### config.mk
export PLATFORM = sky130hd
export DESIGN_NAME = sym_match_flat
export DESIGN_NICKNAME = d
export VERILOG_FILES = /design/src/rtl/sym_pkg.sv /design/src/rtl/sym_match_if.sv /design/src/rtl/sym_fifo.sv /design/src/rtl/sym_match.sv /design/src/flat_wrapper.sv
export SDC_FILE = /design/constraint.sdc
export NUM_CORES = 1
export LEC_CHECK = 0
export CAP_MARGIN = 20
export CORE_MARGIN = 4
export CORE_UTILIZATION = 58
export CTS_BUF_LIST = sky130_fd_sc_hd__clkbuf_4 sky130_fd_sc_hd__clkbuf_8
export CTS_CLUSTER_DIAMETER = 30
export DETAILED_ROUTE_END_ITERATION = 12
export MAX_ROUTING_LAYER = met4
export PLACE_DENSITY = 0.9
export SYNTH_ARGS = -nofsm -noshare
export SYNTH_HDL_FRONTEND = slang
export SYNTH_SLANG_ARGS = --single-unit
### constraint.sdc
create_clock -name Clk100M -period 5.58 [get_ports Clk100M]
set_input_delay 1.116 -clock Clk100M [delete_from_list [all_inputs] [get_ports Clk100M]]
set_output_delay 1.116 -clock Clk100M [all_outputs]
set_load 0.01 [all_outputs]
### src/rtl/sym_pkg.sv
// Shared types and helpers for the symbol-matching game.
// SYM_MATCH_SPECIAL_EN adds a special (double-weight) flag to each queue entry.
package sym_pkg;
  localparam int SYM_W = 8;

  typedef enum logic [1:0] {IDLE, PLAY, DONE} state_e;

`ifdef SYM_MATCH_SPECIAL_EN
  typedef struct packed {
    logic             special;
    logic [SYM_W-1:0] sym;
  } entry_t;
`else
  typedef struct packed {
    logic [SYM_W-1:0] sym;
  } entry_t;
`endif

  // misses counter is 8 bits and clamps at 255
  function automatic logic [7:0] sat_add8(input logic [7:0] a, input logic [4:0] b);
    logic [8:0] s;
    s = {1'b0, a} + {4'b0, b};
    return s[8] ? 8'hFF : s[7:0];
  endfunction
endpackage

### src/rtl/sym_match_if.sv
// Game-side bus of sym_match: generator/keypad strobes in, score and status out.
interface sym_match_if #(
  parameter int DEPTH   = 8,
  parameter int SCORE_W = 16
);
  import sym_pkg::*;

  logic                    genSym;
  logic                    generated;
  logic                    special;
  logic [SYM_W-1:0]        generatedSym;
  logic                    keyValid;
  logic [SYM_W-1:0]        keySym;
  logic [SCORE_W-1:0]      score;
  logic [7:0]              misses;
  logic                    match;
  logic                    mismatch;
  logic [SYM_W-1:0]        curSym;
  logic [$clog2(DEPTH):0]  pending;
  logic                    overflow;
  logic                    gameOver;

  modport slave (
    input  genSym, generated, special, generatedSym, keyValid, keySym,
    output score, misses, match, mismatch, curSym, pending, overflow, gameOver
  );
  modport master (
    output genSym, generated, special, generatedSym, keyValid, keySym,
    input  score, misses, match, mismatch, curSym, pending, overflow, gameOver
  );
endinterface

### src/rtl/sym_fifo.sv
// Show-ahead synchronous FIFO of pending symbols; push on full is accepted only with a pop.
module sym_fifo
  import sym_pkg::*;
#(
  parameter int DEPTH = 8
) (
  input  logic                   clk,
  input  logic                   rst,
  input  logic                   clr,
  input  logic                   push,
  input  logic                   pop,
  input  entry_t                 din,
  output entry_t                 dout,
  output logic                   full,
  output logic                   empty,
  output logic [$clog2(DEPTH):0] count
);
  localparam int AW = $clog2(DEPTH);
  localparam int CW = AW + 1;

  entry_t          mem_q [DEPTH];
  logic [AW-1:0]   wr_q, wr_d, rd_q, rd_d;
  logic [CW-1:0]   cnt_q, cnt_d;
  logic            do_push, do_pop;

  assign empty   = (cnt_q == '0);
  assign full    = (cnt_q == CW'(DEPTH));
  assign do_pop  = pop && !empty;
  assign do_push = push && (!full || do_pop);
  assign dout    = empty ? '0 : mem_q[rd_q];
  assign count   = cnt_q;

  // pointers are AW bits wide so they wrap modulo DEPTH on their own
  always_comb begin
    wr_d  = wr_q;
    rd_d  = rd_q;
    cnt_d = cnt_q;
    if (clr) begin
      wr_d  = '0;
      rd_d  = '0;
      cnt_d = '0;
    end else begin
      if (do_push) wr_d = wr_q + AW'(1);
      if (do_pop)  rd_d = rd_q + AW'(1);
      cnt_d = cnt_q + CW'(do_push) - CW'(do_pop);
    end
  end

  always_ff @(posedge clk) begin
    if (rst) begin
      wr_q  <= '0;
      rd_q  <= '0;
      cnt_q <= '0;
    end else begin
      wr_q  <= wr_d;
      rd_q  <= rd_d;
      cnt_q <= cnt_d;
    end
  end

  always_ff @(posedge clk) begin
    if (do_push && !clr) mem_q[wr_q] <= din;
  end
endmodule

### src/rtl/sym_match.sv
// Symbol-matching game: FSM, scoring and miss accounting around a sym_fifo queue.
// Optional SYM_MATCH_SPECIAL_EN: special entries weigh 2 on match and on mismatch.
module sym_match
  import sym_pkg::*;
#(
  parameter int DEPTH   = 8,
  parameter int SCORE_W = 16
) (
  input  logic      Clk100M,
  input  logic      Reset,
  sym_match_if.slave bus
);
  localparam int CW = $clog2(DEPTH) + 1;

  state_e             state_q, state_d;
  logic [SCORE_W-1:0] score_q, score_d;
  logic [7:0]         misses_q, misses_d;
  logic               match_q, match_d, mismatch_q, mismatch_d;
  logic               overflow_q, overflow_d;

  logic               f_push, f_pop, f_clr, f_full, f_empty;
  entry_t             f_din, f_head;
  logic [CW-1:0]      f_count;
  logic [1:0]         weight;
  logic [4:0]         miss_inc;
  logic [SCORE_W:0]   score_sum;

  sym_fifo #(.DEPTH(DEPTH)) u_fifo (
    .clk(Clk100M), .rst(Reset), .clr(f_clr), .push(f_push), .pop(f_pop),
    .din(f_din), .dout(f_head), .full(f_full), .empty(f_empty), .count(f_count)
  );

`ifdef SYM_MATCH_SPECIAL_EN
  always_comb begin
    f_din.special = bus.special;
    f_din.sym     = bus.generatedSym;
    weight        = f_head.special ? 2'd2 : 2'd1;
  end
`else
  logic unused_special;
  assign unused_special = bus.special;
  always_comb begin
    f_din.sym = bus.generatedSym;
    weight    = 2'd1;
  end
`endif

  always_comb begin
    state_d    = state_q;
    score_d    = score_q;
    misses_d   = misses_q;
    overflow_d = overflow_q;
    match_d    = 1'b0;
    mismatch_d = 1'b0;
    f_push     = 1'b0;
    f_pop      = 1'b0;
    f_clr      = 1'b0;
    miss_inc   = '0;
    score_sum  = {1'b0, score_q} + (SCORE_W+1)'(weight);
    case (state_q)
      PLAY: begin
        // strobes arriving with genSym already low belong to the finished game
        if (!bus.genSym) begin
          state_d  = DONE;
          f_clr    = 1'b1;
          misses_d = sat_add8(misses_q, 5'(f_count));
        end else begin
          if (bus.keyValid) begin
            if (f_empty) begin
              mismatch_d = 1'b1;
              miss_inc   = 5'd1;
            end else begin
              f_pop = 1'b1;
              if (bus.keySym == f_head.sym) begin
                match_d = 1'b1;
                score_d = score_sum[SCORE_W] ? '1 : score_sum[SCORE_W-1:0];
              end else begin
                mismatch_d = 1'b1;
                miss_inc   = 5'(weight);
              end
            end
          end
          if (bus.generated) begin
            if (f_full && !f_pop) begin
              overflow_d = 1'b1;
              miss_inc   = miss_inc + 5'd1;
            end else begin
              f_push = 1'b1;
            end
          end
          misses_d = sat_add8(misses_q, miss_inc);
        end
      end
      default: begin
        if (bus.genSym) begin
          state_d    = PLAY;
          score_d    = '0;
          misses_d   = '0;
          overflow_d = 1'b0;
          f_clr      = 1'b1;
        end
      end
    endcase
  end

  always_ff @(posedge Clk100M) begin
    if (Reset) begin
      state_q    <= IDLE;
      score_q    <= '0;
      misses_q   <= '0;
      match_q    <= 1'b0;
      mismatch_q <= 1'b0;
      overflow_q <= 1'b0;
    end else begin
      state_q    <= state_d;
      score_q    <= score_d;
      misses_q   <= misses_d;
      match_q    <= match_d;
      mismatch_q <= mismatch_d;
      overflow_q <= overflow_d;
    end
  end

  assign bus.score    = score_q;
  assign bus.misses   = misses_q;
  assign bus.match    = match_q;
  assign bus.mismatch = mismatch_q;
  assign bus.curSym   = f_head.sym;
  assign bus.pending  = f_count;
  assign bus.overflow = overflow_q;
  assign bus.gameOver = (state_q == DONE);
endmodule

### src/flat_wrapper.sv
// flat-port wrapper written by rule: the top's interface ports become plain ports
module sym_match_flat import sym_pkg::*;
#(
  parameter int DEPTH   = 8,
  parameter int SCORE_W = 16
)
  (Clk100M, Reset, bus_genSym, bus_generated, bus_special, bus_generatedSym, bus_keyValid, bus_keySym, bus_score, bus_misses, bus_match, bus_mismatch, bus_curSym, bus_pending, bus_overflow, bus_gameOver);
  sym_match_if #(.DEPTH(DEPTH), .SCORE_W(SCORE_W)) bus_i ();
  input  logic Clk100M;
  input  logic Reset;
  input wire logic [$bits(bus_i.genSym)-1:0] bus_genSym;
  input wire logic [$bits(bus_i.generated)-1:0] bus_generated;
  input wire logic [$bits(bus_i.special)-1:0] bus_special;
  input wire logic [$bits(bus_i.generatedSym)-1:0] bus_generatedSym;
  input wire logic [$bits(bus_i.keyValid)-1:0] bus_keyValid;
  input wire logic [$bits(bus_i.keySym)-1:0] bus_keySym;
  output wire logic [$bits(bus_i.score)-1:0] bus_score;
  output wire logic [$bits(bus_i.misses)-1:0] bus_misses;
  output wire logic [$bits(bus_i.match)-1:0] bus_match;
  output wire logic [$bits(bus_i.mismatch)-1:0] bus_mismatch;
  output wire logic [$bits(bus_i.curSym)-1:0] bus_curSym;
  output wire logic [$bits(bus_i.pending)-1:0] bus_pending;
  output wire logic [$bits(bus_i.overflow)-1:0] bus_overflow;
  output wire logic [$bits(bus_i.gameOver)-1:0] bus_gameOver;
  assign bus_i.genSym = bus_genSym;
  assign bus_i.generated = bus_generated;
  assign bus_i.special = bus_special;
  assign bus_i.generatedSym = bus_generatedSym;
  assign bus_i.keyValid = bus_keyValid;
  assign bus_i.keySym = bus_keySym;
  assign bus_score = bus_i.score;
  assign bus_misses = bus_i.misses;
  assign bus_match = bus_i.match;
  assign bus_mismatch = bus_i.mismatch;
  assign bus_curSym = bus_i.curSym;
  assign bus_pending = bus_i.pending;
  assign bus_overflow = bus_i.overflow;
  assign bus_gameOver = bus_i.gameOver;
  sym_match #(.DEPTH(DEPTH), .SCORE_W(SCORE_W)) u_core (.Clk100M(Clk100M), .Reset(Reset), .bus(bus_i));
endmodule
==> results of run 1 <==
synthesized netlist by cell type, types with 3 or more instances:
cell type  number  share of area
nand2b_1        9          0.011
nand4_1         5         0.0059
o21ai_0        17          0.016
nand3_1         8         0.0075
mux2i_1        18          0.034
and4_1          5         0.0082
ha_1           18          0.042
mux4_1          6          0.030
nor4_1          7         0.0082
a21o_1         10          0.014
edfxtp_1       64           0.36
buf_6           4         0.0085
a21oi_1        27          0.025
dfxtp_1        42           0.16
o2bb2ai_1       3         0.0049
nor2_1         52          0.037
or2_2           5         0.0059
clkbuf_1        8         0.0056
o221a_2         4         0.0085
or3_1           5         0.0059
xor2_1          5         0.0082
inv_1          20          0.014
nor3_1         12          0.011
a31oi_1         7         0.0082
o221ai_1        3         0.0049
mux4_2          3          0.013
xnor2_1         5         0.0082
nand2_1        37          0.026
fa_1            3          0.011
a21o_2          4         0.0066
nor2b_1         8         0.0094
metrics by stage:
stage / total power [mW] / cell area, µm² / hold WS [ps]
2_1_floorplan: 0.962 / 5330 / 458
4_1_cts: 1.46 / 6180 / 506
5_1_grt: 1.51 / 6180 / 527
3_3_place_gp: 1.01 / 5990 / 476
6_report: 1.45 / 6180 / 506
3_5_place_dp: 1.02 / 5990 / 491
layout by cell type, fill, tap and decap left out, types with 6 or more instances in the layout:
master / count
edfxtp_1: 64
clkdlybuf4s50_1: 60
nor2_1: 52
dfxtp_1: 42
nand2_1: 37
a21oi_1: 27
inv_1: 20
mux2i_1: 18
ha_1: 18
o21ai_0: 17
nor3_1: 12
a21o_1: 10
nand2b_1: 9
clkbuf_8: 9
nor2b_1: 8
nand3_1: 8
nor4_1: 7
a31oi_1: 7
buf_4: 7
mux4_1: 6
area by class of cell:
| type | instances | share of cell area |
|---|---|---|
| Sequential cell | 106 | 0.447 |
| Multi-Input combinational cell | 327 | 0.383 |
| Timing Repair Buffer | 67 | 0.106 |
| Tap cell | 108 | 0.0218 |
| Clock buffer | 9 | 0.0200 |
| Inverter | 20 | 0.0121 |
| Clock inverter | 7 | 0.0107 |
power by group through the flow:
| stage | Sequential [mW] | Clock [mW] | Combinational (mW) |
|---|---|---|---|
| CTS | 0.849 | 0.460 | 0.155 |
| floorplan | 0.866 | 0 | 0.0957 |
| global placement | 0.866 | 0 | 0.149 |
| global route | 0.851 | 0.488 | 0.172 |
| detailed placement | 0.867 | 0 | 0.155 |
| finish | 0.849 | 0.448 | 0.156 |
layer usage:
metal,track usage,part of all wire
met5,-,0
met4,0.0769,0.022
met3,0.0435,0.057
met2,0.361,0.51
met1,0.249,0.41
critical path: cells and delay by family (launching register included):
family	cells	cell delay [ps]
AO/OA/AOI/OAI	6	1480
adder cells (fa/ha/maj)	3	870
buffers and inverters	2	380
flip-flops	1	670
multiplexers	1	370
AND/OR/NAND/NOR	7	1270
kinds of logic (layout without fill, tap and decap cells):
kind of cell,count (synthesis),in the layout,synth area share
xor+xnor,10,10,0.0164
simple gates,174,174,0.176
buf+inv,36,103,0.0380
compound gates,93,93,0.117
flops,106,106,0.519
fa+ha+maj,21,21,0.0535
mux,29,29,0.0803
path summary, 6_finish.rpt:
check | start | endpoint | depth (start not counted)
worst max-delay path | flop | u_core.bus.misses[5] | 19
worst min-delay path | u_core.u_fifo.wr_q[0] | u_core.u_fifo.wr_q[0] | 2
worst max register to register | flop | u_core.bus.misses[5] | 19
worst min register to register | u_core.u_fifo.wr_q[0] | u_core.u_fifo.wr_q[0] | 2
state kept, by name (all words and copies together), names as in the netlist, named ones only:
signal,cells
u_core.u_fifo.count,4
u_core.u_fifo.wr_q,3
u_core.bus.match,1
u_core.bus.misses,8
u_core.state_q,2
u_core.u_fifo.rd_q,3
u_core.u_fifo.mem_q,64
u_core.bus.overflow,1
u_core.bus.mismatch,1
u_core.bus.score,16
timing repair:
action / 4_1_cts / 5_1_grt
setup endpoints to repair: 0 / 4
hold buffers: 0 / 0
setup buffers: 0 / 0
gates resized for setup: 0 / 1
==> impl_metrics.csv, run 1 <==
group,metric,value,unit
routing,post_drt_wl_per_cell,17.4,µm
layout,nets,574,
timing,hold_viol_final,0,
placed_design,hpwl,8.21,mm
yosys,synth_cells,469,
placed_design,dp_slack,417,ps
routing,first_pass_iters,5,
timing,fmax,195,MHz
critical_path,cp_max_fo,12,
floorplan,start_util,0.602,
yosys,synthDistinctLibCells,64,
timing,rsz0062_at_grt,"false",
layout,area_growth,16.1,%
timing,period_needed,5120,ps
outcome,outcome,"finished, final reports clean",
placed_design,gp_congestion,0.828,
timing,maxSlewViolCount,0,
yosys,yosysWarningCount,0,
yosys,ys.flop_type,"edfxtp_1",
floorplan,rows,34,
layout,n_antenna_cell,0,
routing,drcViolationCount,0,
routing,num_vias,3931,
global_route,overflow,0,
routing,routed_wl,11.2,mm
timing,slew_headroom,0.346,
pwr,pwr-share-seq,0.584,
timing,layout_setup_ws,463,ps
global_route,grt_pass1_vias,3724,
critical_path,ff2ff_setup_slack,460,ps
pwr,pwr_density_cell,235,nW/µm²
pwr,p_clk_frac,0.308,
pwr,ir_drop,206,µV
pwr,swShare,0.258,
yosys,ys_ff_latch,106,
timing,period_share,0.917,
critical_path,path_cells,"buf_4, mux2_2, o2bb2ai_1, nor3_1, nor4_1, and4b_1, and4_1, nor2b_1, ha_1, nand2_1, o21ai_0, ha_1, inv_1, fa_1, nand3b_1, o21ai_0, o221a_2, o21ai_0, a21oi_1",
clock_tree,cts_buffer_depth,2,
yosys,synthArstFlopShare,0,
global_route,grt_pass1_wl,18.0,mm
layout,fin_util,0.699,
critical_path,arrival,5400,ps
critical_path,critical-path-max-stage-delay,670,ps
layout,fillers,632,
clock_tree,ctsHtreeMaxLevel,3,
routing,drt-initial-drc-count,221,
pwr,comb_power_share,0.108,
timing,setup-violations-final,0,
yosys,ys_seq_area_frac,0.519,
routing,ant_nets,0,
placed_design,dp.cells,628,
critical_path,crit_type,"flop to flop",
yosys,synth_nets,512,
global_route,gr-usage-all-layers,0.212,
yosys,synth-edff-count,64,
critical_path,critical-path-slowest-cell,"dfxtp_1",
pwr,internal-power,1.08,mW
yosys,syn_area,5330,µm²
floorplan,die_y,104,µm
clock_tree,cts.sinks,106,
layout,drive_above_1_share,0.0970,
floorplan,core_area,8850,µm²
clock_tree,insertion_delay,360,ps
critical_path,critPathMostFrequentCell,"o21ai_0",
timing,setup-tns-final,0,ps
hold_path,hp-class,"flop to flop",
global_route,antenna_found_initial,0,
critical_path,end_kind,"flop",
pwr,p_leak,2.17,nW
floorplan,die_area,10800,µm²
clock_tree,tritoncts,"built",
floorplan,num_io_pins,62,
pwr,power.switching,0.375,mW
clock_tree,cts_root_buf,"clkbuf_8",
yosys,avgSynthCellArea,11.4,µm²
layout,multi_input_area,2370,µm²
critical_path,required,5870,ps
timing,skew,12.5,ps
placed_design,port_buffers,60,
layout,final_cells,644,
critical_path,start_kind,"flop",
job,drv_cap,0,
routing,vias_per_cell,6.10,
layout,seq_area,2760,µm²
floorplan,die_w,104,µm
clock_tree,clkTransAtPathRegs,110,ps
clock_tree,cts_buffers,9,
global_route,grt_max_degree,21,
timing,tightestPinTransition,978,ps
Note: power is estimated with default switching activity, not from simulation.
==> run 2, diff against run 1 <==
Settings changed: CORE_UTILIZATION 58 to 60, DONT_BUFFER_PORTS from default to 1, PLACE_DENSITY 0.9 to 0.84.
Clock period 5.58 ns to 5.8 ns, I/O delays scaled along.
==> run 2 against run 1 <==
  * Critical path depth increased by 1
  * Largest power group unchanged
  * Worst hold slack improved by 7.3 ps
  * Flip-flop and latch count unchanged
  * Final cell count decreased by 9.0%
  * Register-to-register slack improved by 240 ps
  * Sequential power decreased by 3.5%
  * Die area decreased by 3.1%
  * Sequential share of layout area increased by 4.6 points
  * Highest routed layer unchanged
  * Clock skew increased by 8.9 ps
  * Final area decreased by 9.2%
  * Wire length decreased by 1.4%
==> impl_metrics.csv, run 2 (synthesized netlist as in run 1, its figures left out) <==
group,metric,value,unit
clock_tree,cts.repair.resized,0,
floorplan,core_area,8680,µm²
critical_path,worstRegToRegCells,20,
layout,drive_above_1_share,0.113,
floorplan,start_util,0.614,
routing,num_vias,3710,
global_route,grt_max_degree,23,
timing,fmax,196,MHz
floorplan,rows,34,
timing,period_share,0.879,
pwr,internal-power,1.02,mW
critical_path,critical-path-slowest-cell,"dfxtp_1",
routing,drt-initial-drc-count,211,
timing,setup-violations-final,0,
layout,largest_reg_flops,64,
pwr,comb_power_share,0.080,
pwr,power.switching,0.378,mW
clock_tree,tritoncts,"built",
critical_path,crit_family,"compound AO/OA/AOI/OAI gates",
layout,fin_util,0.647,
clock_tree,cts_root_buf,"clkbuf_8",
critical_path,crit_type,"flop to flop",
routing,first_pass_iters,5,
clock_tree,hold_buffers,0,
routing,drcViolationCount,0,
timing,tightestPinTransition,891,ps
critical_path,critPathMostFrequentCell,"o21ai_0",
critical_path,start_kind,"flop",
layout,nets,516,
timing,maxSlewViolCount,0,
hold_path,whs_path_depth,2,
critical_path,cp_max_fo,11,
critical_path,path_depth,20,
routing,post_drt_wl_per_cell,18.9,µm
global_route,grt_pass1_wl,17.4,mm
timing,setup-tns-final,0,ps
routing,vias_per_cell,6.33,
critical_path,ff2ff_setup_slack,700,ps
timing,slew_headroom,0.404,
clock_tree,cts_setup_buffers,0,
floorplan,die_w,102,µm
critical_path,arrival,5410,ps
clock_tree,cts_buffers,9,
critical_path,timing.critical_path.buf_inv,3,
timing,period_needed,5100,ps
critical_path,critical-path-max-stage-delay,730,ps
pwr,ir_drop,171,µV
pwr,pwr-share-seq,0.585,
clock_tree,cts_buffer_depth,2,
routing,routed_wl,11.1,mm
pwr,p_total,1.40,mW
routing,ant_nets,0,
placed_design,hpwl,7.80,mm
timing,skew,21.4,ps
global_route,grt_pass1_vias,3513,
pwr,p_clk_frac,0.335,
pwr,pwr_density_cell,250,nW/µm²
critical_path,path_cells,"buf_4, buf_4, mux2i_1, a221o_1, o21a_1, nor4_1, and4b_1, and4_1, nor2b_1, ha_1, nand2_1, o21ai_0, ha_1, inv_1, fa_1, nand3b_1, o21ai_0, o221a_2, o21ai_0, a21oi_1",
timing,hold_viol_final,0,
global_route,overflow,0,
global_route,antenna_found_initial,0,
timing,rsz0062_at_grt,"false",
placed_design,port_buffers,0,
clock_tree,insertion_delay,380,ps
floorplan,die_y,102,µm
pwr,swShare,0.269,
clock_tree,clkTransAtPathRegs,110,ps
hold_path,hp-class,"flop to flop",
job,drv_cap,0,
layout,top_register,"u_core.u_fifo.mem_q",
global_route,gr-usage-all-layers,0.223,
layout,final_common_cell,"edfxtp_1",
floorplan,die_area,10500,µm²
critical_path,end_kind,"flop",
critical_path,required,6110,ps
pwr,p_leak,1.97,nW
clock_tree,cts.sinks,106,
clock_tree,ctsHtreeMaxLevel,3,
layout,n_antenna_cell,0,
floorplan,num_io_pins,62,
layout,area_growth,5.35,%
outcome,outcome,"finished, final reports clean",
placed_design,gp_congestion,0.847,
layout,final_cell_mix,"edfxtp_1 (64), nor2_1 (52), dfxtp_1 (42)",
-- run 2: final timing paths --
| kind | startpoint | to |
|---|---|---|
| min | u_core.u_fifo.wr_q[0] | u_core.u_fifo.wr_q[0] |
| min reg2reg | u_core.u_fifo.wr_q[0] | u_core.u_fifo.wr_q[0] |
| max reg2reg | flop | u_core.bus.misses[5] |
| max | flop | u_core.bus.misses[5] |
-- run 2: metrics by stage --
stage / cells / worst slack, ps / instance area [µm²] / hold WS [ps]
2_1_floorplan: 469 / 1640 / 5330 / 458
4_1_cts: 585 / 700 / 5610 / 510
5_1_grt: 586 / 285 / 5610 / 536
3_3_place_gp: 569 / 822 / 5400 / 477
6_report: 586 / 701 / 5610 / 514
3_5_place_dp: 569 / 765 / 5400 / 496
-- run 2: layout make-up --
| cell class | count | area, µm² |
|---|---|---|
| fillers | 644 | 3070 |
| flip-flops and latches | 106 | 2760 |
| multi-input cells | 327 | 2360 |
| well taps | 108 | 135 |
| clock buffers | 9 | 124 |
| clock inverters | 7 | 88.8 |
| inverters | 20 | 75.1 |
| repair buffers | 9 | 65.1 |
-- run 2: layer usage --
metal  up-vias  global-route usage  routed length [µm]
met4         0              0.0878                 311
met2       138               0.370                5560
met1      1788               0.269                4350
met3        27              0.0423                 837
met5         -                   -                   0
li1       1757                   -                   -
-- run 2: power by group through the flow --
stage / logic [mW] / clock network [mW] / registers [mW]
finish: 0.112 / 0.470 / 0.819
global route: 0.125 / 0.508 / 0.821
CTS: 0.112 / 0.473 / 0.819
detailed placement: 0.111 / 0 / 0.837
global placement: 0.107 / 0 / 0.836
floorplan: 0.0921 / 0 / 0.834
-- run 2: worst min-delay path: cells and delay by family (launching register included) --
kind             cells  cell delay (ps)
AND/OR/NAND/NOR      1               70
AO/OA/AOI/OAI        1               60
flip-flops           1              350
